<file path="src/rtl/pc_sequencer_pkg.sv">
// pc_sequencer_pkg: controller instruction codes and sequencer FSM states
package pc_sequencer_pkg;
  localparam logic [3:0] DEVICE_CONTROLLER = 4'hF;
  localparam logic [3:0] PORT_JUMP_LARGER  = 4'h1;
  localparam logic [3:0] PORT_JUMP_SMALLER = 4'h2;
  localparam logic [3:0] PORT_JUMP_EQUAL   = 4'h3;
  localparam logic [3:0] PORT_JUMP_DIRECT  = 4'h4;
  localparam logic [3:0] PORT_WAIT         = 4'h5;
  localparam logic [3:0] PORT_STOP         = 4'h6;
  typedef enum logic [2:0] {S_IDLE, S_FETCH, S_DECODE, S_ARG, S_WAIT, S_STOP} state_t;
endpackage

</file>
<file path="src/rtl/pc_jump_decode.sv">
// pc_jump_decode: classifies a controller instruction and resolves its jump condition
module pc_jump_decode
  import pc_sequencer_pkg::*;
#(
  parameter int DATA_WIDTH = 8
) (
  input  logic [DATA_WIDTH-1:0] ir,
  input  logic                  flag_gt,
  input  logic                  flag_lt,
  input  logic                  flag_eq,
  output logic                  is_ctrl,
  output logic                  needs_arg,
  output logic                  take_jump,
  output logic                  is_wait,
  output logic                  is_stop
);
  logic [3:0] port;
  logic       is_jump;
  always_comb begin
    port      = ir[3:0];
    is_ctrl   = ir[7:4] == DEVICE_CONTROLLER;
    is_jump   = is_ctrl && port inside {PORT_JUMP_LARGER, PORT_JUMP_SMALLER, PORT_JUMP_EQUAL, PORT_JUMP_DIRECT};
    is_wait   = is_ctrl && port == PORT_WAIT;
    is_stop   = is_ctrl && port == PORT_STOP;
    needs_arg = is_jump || is_wait;
    take_jump = is_jump && (port == PORT_JUMP_DIRECT ||
                            (port == PORT_JUMP_LARGER  && flag_gt) ||
                            (port == PORT_JUMP_SMALLER && flag_lt) ||
                            (port == PORT_JUMP_EQUAL   && flag_eq));
  end
endmodule

</file>
<file path="src/rtl/pc_sequencer.sv">
// pc_sequencer: owns the PC, fetches words, executes controller ops and issues the rest
module pc_sequencer
  import pc_sequencer_pkg::*;
#(
  parameter int DATA_WIDTH = 8,
  parameter int ADDR_WIDTH = 8,
  parameter int WAIT_WIDTH = 8
) (
  input  logic                  clk,
  input  logic                  rst,
  input  logic                  i_start,
  output logic                  o_fetch_req,
  output logic [ADDR_WIDTH-1:0] o_fetch_addr,
  input  logic                  i_fetch_ack,
  input  logic [DATA_WIDTH-1:0] i_fetch_data,
  input  logic                  i_flag_gt,
  input  logic                  i_flag_lt,
  input  logic                  i_flag_eq,
  output logic [DATA_WIDTH-1:0] o_ir,
  output logic                  o_ir_en,
  output logic [ADDR_WIDTH-1:0] o_pc,
  output logic                  o_busy,
  output logic                  o_stopped
);
  state_t                state;
  logic [DATA_WIDTH-1:0] ir_q;
  logic [ADDR_WIDTH-1:0] pc, pc_inc, arg_pc;
  logic [WAIT_WIDTH-1:0] wait_cnt, operand_wait;
  logic                  is_ctrl, needs_arg, take_jump, is_wait, is_stop, wait_go;

  pc_jump_decode #(.DATA_WIDTH(DATA_WIDTH)) u_decode (
    .ir(ir_q), .flag_gt(i_flag_gt), .flag_lt(i_flag_lt), .flag_eq(i_flag_eq),
    .is_ctrl(is_ctrl), .needs_arg(needs_arg), .take_jump(take_jump),
    .is_wait(is_wait), .is_stop(is_stop)
  );

  // Operands are cast to the target width: upper bits dropped, narrower ones zero-extended
  always_comb begin
    pc_inc       = pc + ADDR_WIDTH'(1);
    arg_pc       = take_jump ? ADDR_WIDTH'(i_fetch_data) : pc_inc;
    operand_wait = WAIT_WIDTH'(i_fetch_data);
    wait_go      = is_wait && operand_wait != '0;
  end

  assign o_pc = pc;

  always_ff @(posedge clk) begin
    if (rst) begin
      state        <= S_IDLE;
      pc           <= '0;
      ir_q         <= '0;
      wait_cnt     <= '0;
      o_fetch_req  <= 1'b0;
      o_fetch_addr <= '0;
      o_ir         <= '0;
      o_ir_en      <= 1'b0;
      o_busy       <= 1'b0;
      o_stopped    <= 1'b0;
    end else begin
      o_ir_en <= 1'b0;
      case (state)
        S_IDLE, S_STOP: if (i_start) begin
          state        <= S_FETCH;
          pc           <= '0;
          o_fetch_req  <= 1'b1;
          o_fetch_addr <= '0;
          o_busy       <= 1'b1;
          o_stopped    <= 1'b0;
        end
        S_FETCH: if (i_fetch_ack) begin
          state       <= S_DECODE;
          ir_q        <= i_fetch_data;
          pc          <= pc_inc;
          o_fetch_req <= 1'b0;
        end
        S_DECODE: begin
          if (!is_ctrl) begin
            o_ir    <= ir_q;
            o_ir_en <= 1'b1;
          end
          state        <= is_stop ? S_STOP : needs_arg ? S_ARG : S_FETCH;
          o_fetch_req  <= !is_stop;
          o_fetch_addr <= pc;
          o_busy       <= !is_stop;
          o_stopped    <= is_stop;
        end
        S_ARG: if (i_fetch_ack) begin
          pc           <= arg_pc;
          wait_cnt     <= operand_wait;
          state        <= wait_go ? S_WAIT : S_FETCH;
          o_fetch_req  <= !wait_go;
          o_fetch_addr <= arg_pc;
        end
        S_WAIT: begin
          wait_cnt <= wait_cnt - WAIT_WIDTH'(1);
          if (wait_cnt == WAIT_WIDTH'(1)) begin
            state        <= S_FETCH;
            o_fetch_req  <= 1'b1;
            o_fetch_addr <= pc;
          end
        end
        default: state <= S_IDLE;
      endcase
    end
  end
endmodule
</file>
<file path="config.mk">
export PLATFORM = sky130hd
export DESIGN_NAME = pc_sequencer
export DESIGN_NICKNAME = d
export VERILOG_FILES = /design/src/rtl/pc_sequencer_pkg.sv /design/src/rtl/pc_jump_decode.sv /design/src/rtl/pc_sequencer.sv
export SDC_FILE = /design/constraint.sdc
export NUM_CORES = 1
export LEC_CHECK = 0
export ABC_AREA = 1
export CORE_MARGIN = 10
export CORE_UTILIZATION = 45
export CTS_BUF_LIST = sky130_fd_sc_hd__clkbuf_16
export DETAILED_ROUTE_END_ITERATION = 10
export GPL_ROUTABILITY_DRIVEN = 0
export PLACE_DENSITY = 0.72
export SLEW_MARGIN = 20
export SYNTH_ARGS = -nofsm -noshare
export SYNTH_HDL_FRONTEND = slang
export SYNTH_SLANG_ARGS = --single-unit
export TNS_END_PERCENT = 100
</file>
<file path="constraint.sdc">
create_clock -name clk -period 1.4 [get_ports clk]
set_input_delay 0.21 -clock clk [delete_from_list [all_inputs] [get_ports clk]]
set_output_delay 0.21 -clock clk [all_outputs]
set_load 0.03 [all_outputs]
</file>
==> results.yml, run 1 <==
layout:
  antenna_cells_inserted: 0
  multi_input_comb_area_sq_mm: 0.00187
  post_layout_nonfiller_instances: 570
  nFillCells: 420
  post_route_cells_drive_above_1_share: 0.390
  area.growth.synth_to_final_pct: 60.5
  postLayoutCellArea_sq_mm: 0.00422
  register_area_sq_um: 970
  finish.net_count: 516
power:
  standby_leakage_power_nw: 1.85
  peakVddDrop_uv: 846
  power.density_cell_area_mw_per_mm2: 1120
run_status:
  failed_checks: "setup timing"
  outcome: "finished, violations left"
clocking:
  clock_tree.htree_level_count: 2
  clockBufferDepth: 2
  clock_tree_from_tritoncts: "built"
  clk-insertion-delay-late_ns: 0.29
  cts_inserted_buffers: 5
  cts.clk_slew.worst_paths_ns: 0.06
  clock_sink_count: 47
  clock_tree.root_cell: "clkbuf_16"
place:
  dp_cells: 552
  dpl_cell_area_sq_mm: 0.00349
  portBuffers: 42
  place.detailed.hpwl_um: 5910
timing:
  rsz0062_at_grt: "yes"
  fmax_ghz: 0.648
  fin_skew_ns: 0.00628
  finalSetupViolCount: 31
  timing.slew.headroom: 0.783
  timing.final.ws_setup_ns: -0.144
  timing.final.crit_share: 1.10
  finalHoldViolCount: 0
  hold_worst_slack_ns: 0.470
  final.min_clock_period_ns: 1.54
  finalMaxSlewViolations: 0
  max_slew.worst_pin.slew_ns: 0.326
die:
  core_area_sq_mm: 0.00561
  die-width_um: 96.5
  initial_utilization: 0.469
  height_of_the_die_um: 96.5
  ioPinCount: 43
  cell_row_count: 27
  die_area_sq_mm: 0.00931
global_route:
  grt_max_degree: 37
  globalRouteTotalUtil: 0.180
  grt.overflow.total: 0
  grt_pass1_wl_um: 13400
  antenna_found_initial: 0
  grt_pass1_vias: 2879
drt:
  remaining_drc_errors: 0
  drt-initial-drc-count: 218
  route.antenna.remaining_nets: 0
  dr.pass1.iters: 5
  wl_per_cell_um: 17.3
  avgViaCountPerCell: 5.53
  postRouteWirelength_um: 9870
  vias: 3152
synthesis:
  flip_flop_and_latch_count_after_synthesis: 47
  synthCells: 399
  synth.distinct_cells: 32
  post_synth.cell_area_avg_sq_um: 6.60
  synth_top_family_by_area: "simple AND/OR/NAND/NOR gates"
  mappedNetlistNets: 417
  muxShareOfSynthArea: 0
  synthesis.area_sq_mm: 0.00263
  synth_compound_area_frac: 0.182
  synth.yosys.warnings: 0
  post_synth_xor_area_fraction: 0.0133
  arithmetic_cell_share_of_the_synthesized_area_counting_full_adders_half_adders_and_majority_gates: 0.0143
  synth_seq_area_share: 0.357
  post_synth_and_or_nand_nor_area_fraction: 0.341
worst_setup_path:
  startpoint_type: "flip-flop"
  critical_path_required_ns: 1.61
  nature_of_the_critical_path_endpoint: "flip-flop"
  arrival_ns: 1.76
  rr_worst_depth: 8
  critical_path_class: "reg2reg"
  rrSetupSlack_ns: -0.14
  critPathMaxFanout: 16
worst_hold_path:
  hold_path_class: "reg2reg"
  worst_hold_stages: 2
run:
  timing.max_cap.violations: 0
[report_power, final]
| part | total [mW] | switching [mW] | internal [mW] |
|---|---|---|---|
| Combinational | 1.76 | 1.05 | 0.709 |
| Clock | 1.35 | 0.515 | 0.833 |
| Sequential | 1.61 | 0.121 | 1.49 |
[critical path, stage by stage (launching register included)]
cell and delay [ns]:
dfxtp_2 0.34, nor2_2 0.14, nand2_2 0.10, o21ai_4 0.24
o21ai_4 0.11, buf_12 0.16, o21bai_1 0.14, nand2_1 0.09
a21oi_1 0.14
[Yosys cell counts]
cell type	count	area share
o211ai_1	1	0.0029
inv_1	32	0.046
buf_4	4	0.011
o21ai_2	2	0.0067
a31oi_1	2	0.0048
xor2_1	3	0.010
buf_2	3	0.0057
nor2_1	60	0.086
a21oi_2	2	0.0067
nand2_1	84	0.12
nor2_4	1	0.0043
clkbuf_1	4	0.0057
clkinv_1	2	0.0029
nor3_1	11	0.021
inv_2	9	0.013
buf_6	2	0.0086
a211oi_1	1	0.0029
nand3b_1	1	0.0029
xnor2_1	1	0.0033
a21oi_1	36	0.068
nand3_1	28	0.053
dfxtp_1	47	0.36
ha_1	3	0.014
nand3_4	2	0.013
o21ai_0	30	0.057
nand3b_4	1	0.0076
o21bai_1	8	0.023
nand2_2	5	0.012
nand4_1	4	0.0095
nor2_2	4	0.0095
and3_1	1	0.0024
o21ai_1	5	0.0095
[flip-flops by register name (all words and copies together), names as in the netlist, 3 cells and up]
signal        flops
ir_q              8
o_fetch_addr      8
o_ir              8
o_pc              8
state             3
wait_cnt          8
[layout by cell type, fill, tap and decap left out, drive strengths merged]
cell | Yosys | routed
a211oi | 1 | 1
a21oi | 38 | 38
a31oi | 2 | 2
and3 | 1 | 1
buf | 9 | 63
bufinv | 0 | 1
clkbuf | 4 | 5
clkdlybuf4s50 | 0 | 14
clkinv | 2 | 1
clkinvlp | 0 | 1
dfxtp | 47 | 47
dlygate4sd2 | 0 | 27
ha | 3 | 3
inv | 41 | 42
nand2 | 89 | 89
nand3 | 30 | 31
nand3b | 2 | 2
nand4 | 4 | 4
nor2 | 65 | 65
nor3 | 11 | 11
o211ai | 1 | 1
o21ai | 37 | 37
o21bai | 8 | 8
xnor2 | 1 | 1
xor2 | 3 | 3
[layer usage]
layer  share of wire  GRT usage  vias up
met3           0.062     0.0378       28
met1            0.40      0.220     1491
met2            0.51      0.304      130
met5               0          0        -
li1                -          -     1503
met4           0.029     0.0630        0
[what timing repair did]
| action | CTS | global route |
|---|---|---|
| setup buffers | 0 | 10 |
| cloned | 1 | 0 |
| hold buffers | 0 | 0 |
| endpoints found under the setup margin | 61 | 41 |
| gates resized for setup | 72 | 110 |
| pin swaps | 6 | 38 |
[per-stage QoR]
stage / setup slack [ns] / setup TNS (ns) / power [mW] / util
global route: -0.180 / -3.82 / 4.92 / 0.753
detailed placement: -0.239 / -4.51 / 3.02 / 0.623
CTS: -0.0368 / -0.191 / 4.35 / 0.673
finish: -0.144 / -2.02 / 4.71 / 0.753
global placement: -0.187 / -3.53 / 2.98 / 0.623
floorplan: 0.0147 / 0 / 2.45 / -
[layout make-up]
cell class,instances,share of cell area
inverter,43,0.0430
clock buffer,5,0.0296
clock inverter,2,0.00889
timing repair buffer,104,0.225
multi-input combinational,297,0.443
tap,72,0.0213
sequential,47,0.230
[final timing paths]
path                endpoint         from
max          o_fetch_addr[1]  wait_cnt[3]
min                  o_ir[7]      o_ir[7]
max reg2reg  o_fetch_addr[1]  wait_cnt[3]
min reg2reg          o_ir[7]      o_ir[7]
[logic make-up after synthesis]
| logic type | count (synthesis) |
|---|---|
| xor gates and xnor gates | 4 |
| and+or+nand+nor | 202 |
| adders and majority gates | 3 |
| buffers and inverters | 56 |
| AOI/OAI and AO/OA | 87 |
| DFF | 47 |
Power figures use the tool's default switching activity.
==> run 2: changes to the inputs <==
- SLEW_MARGIN: 20 -> 40
==> results of run 2 <==
No change in the layout: final DEF, timing and power equal those of run 1.
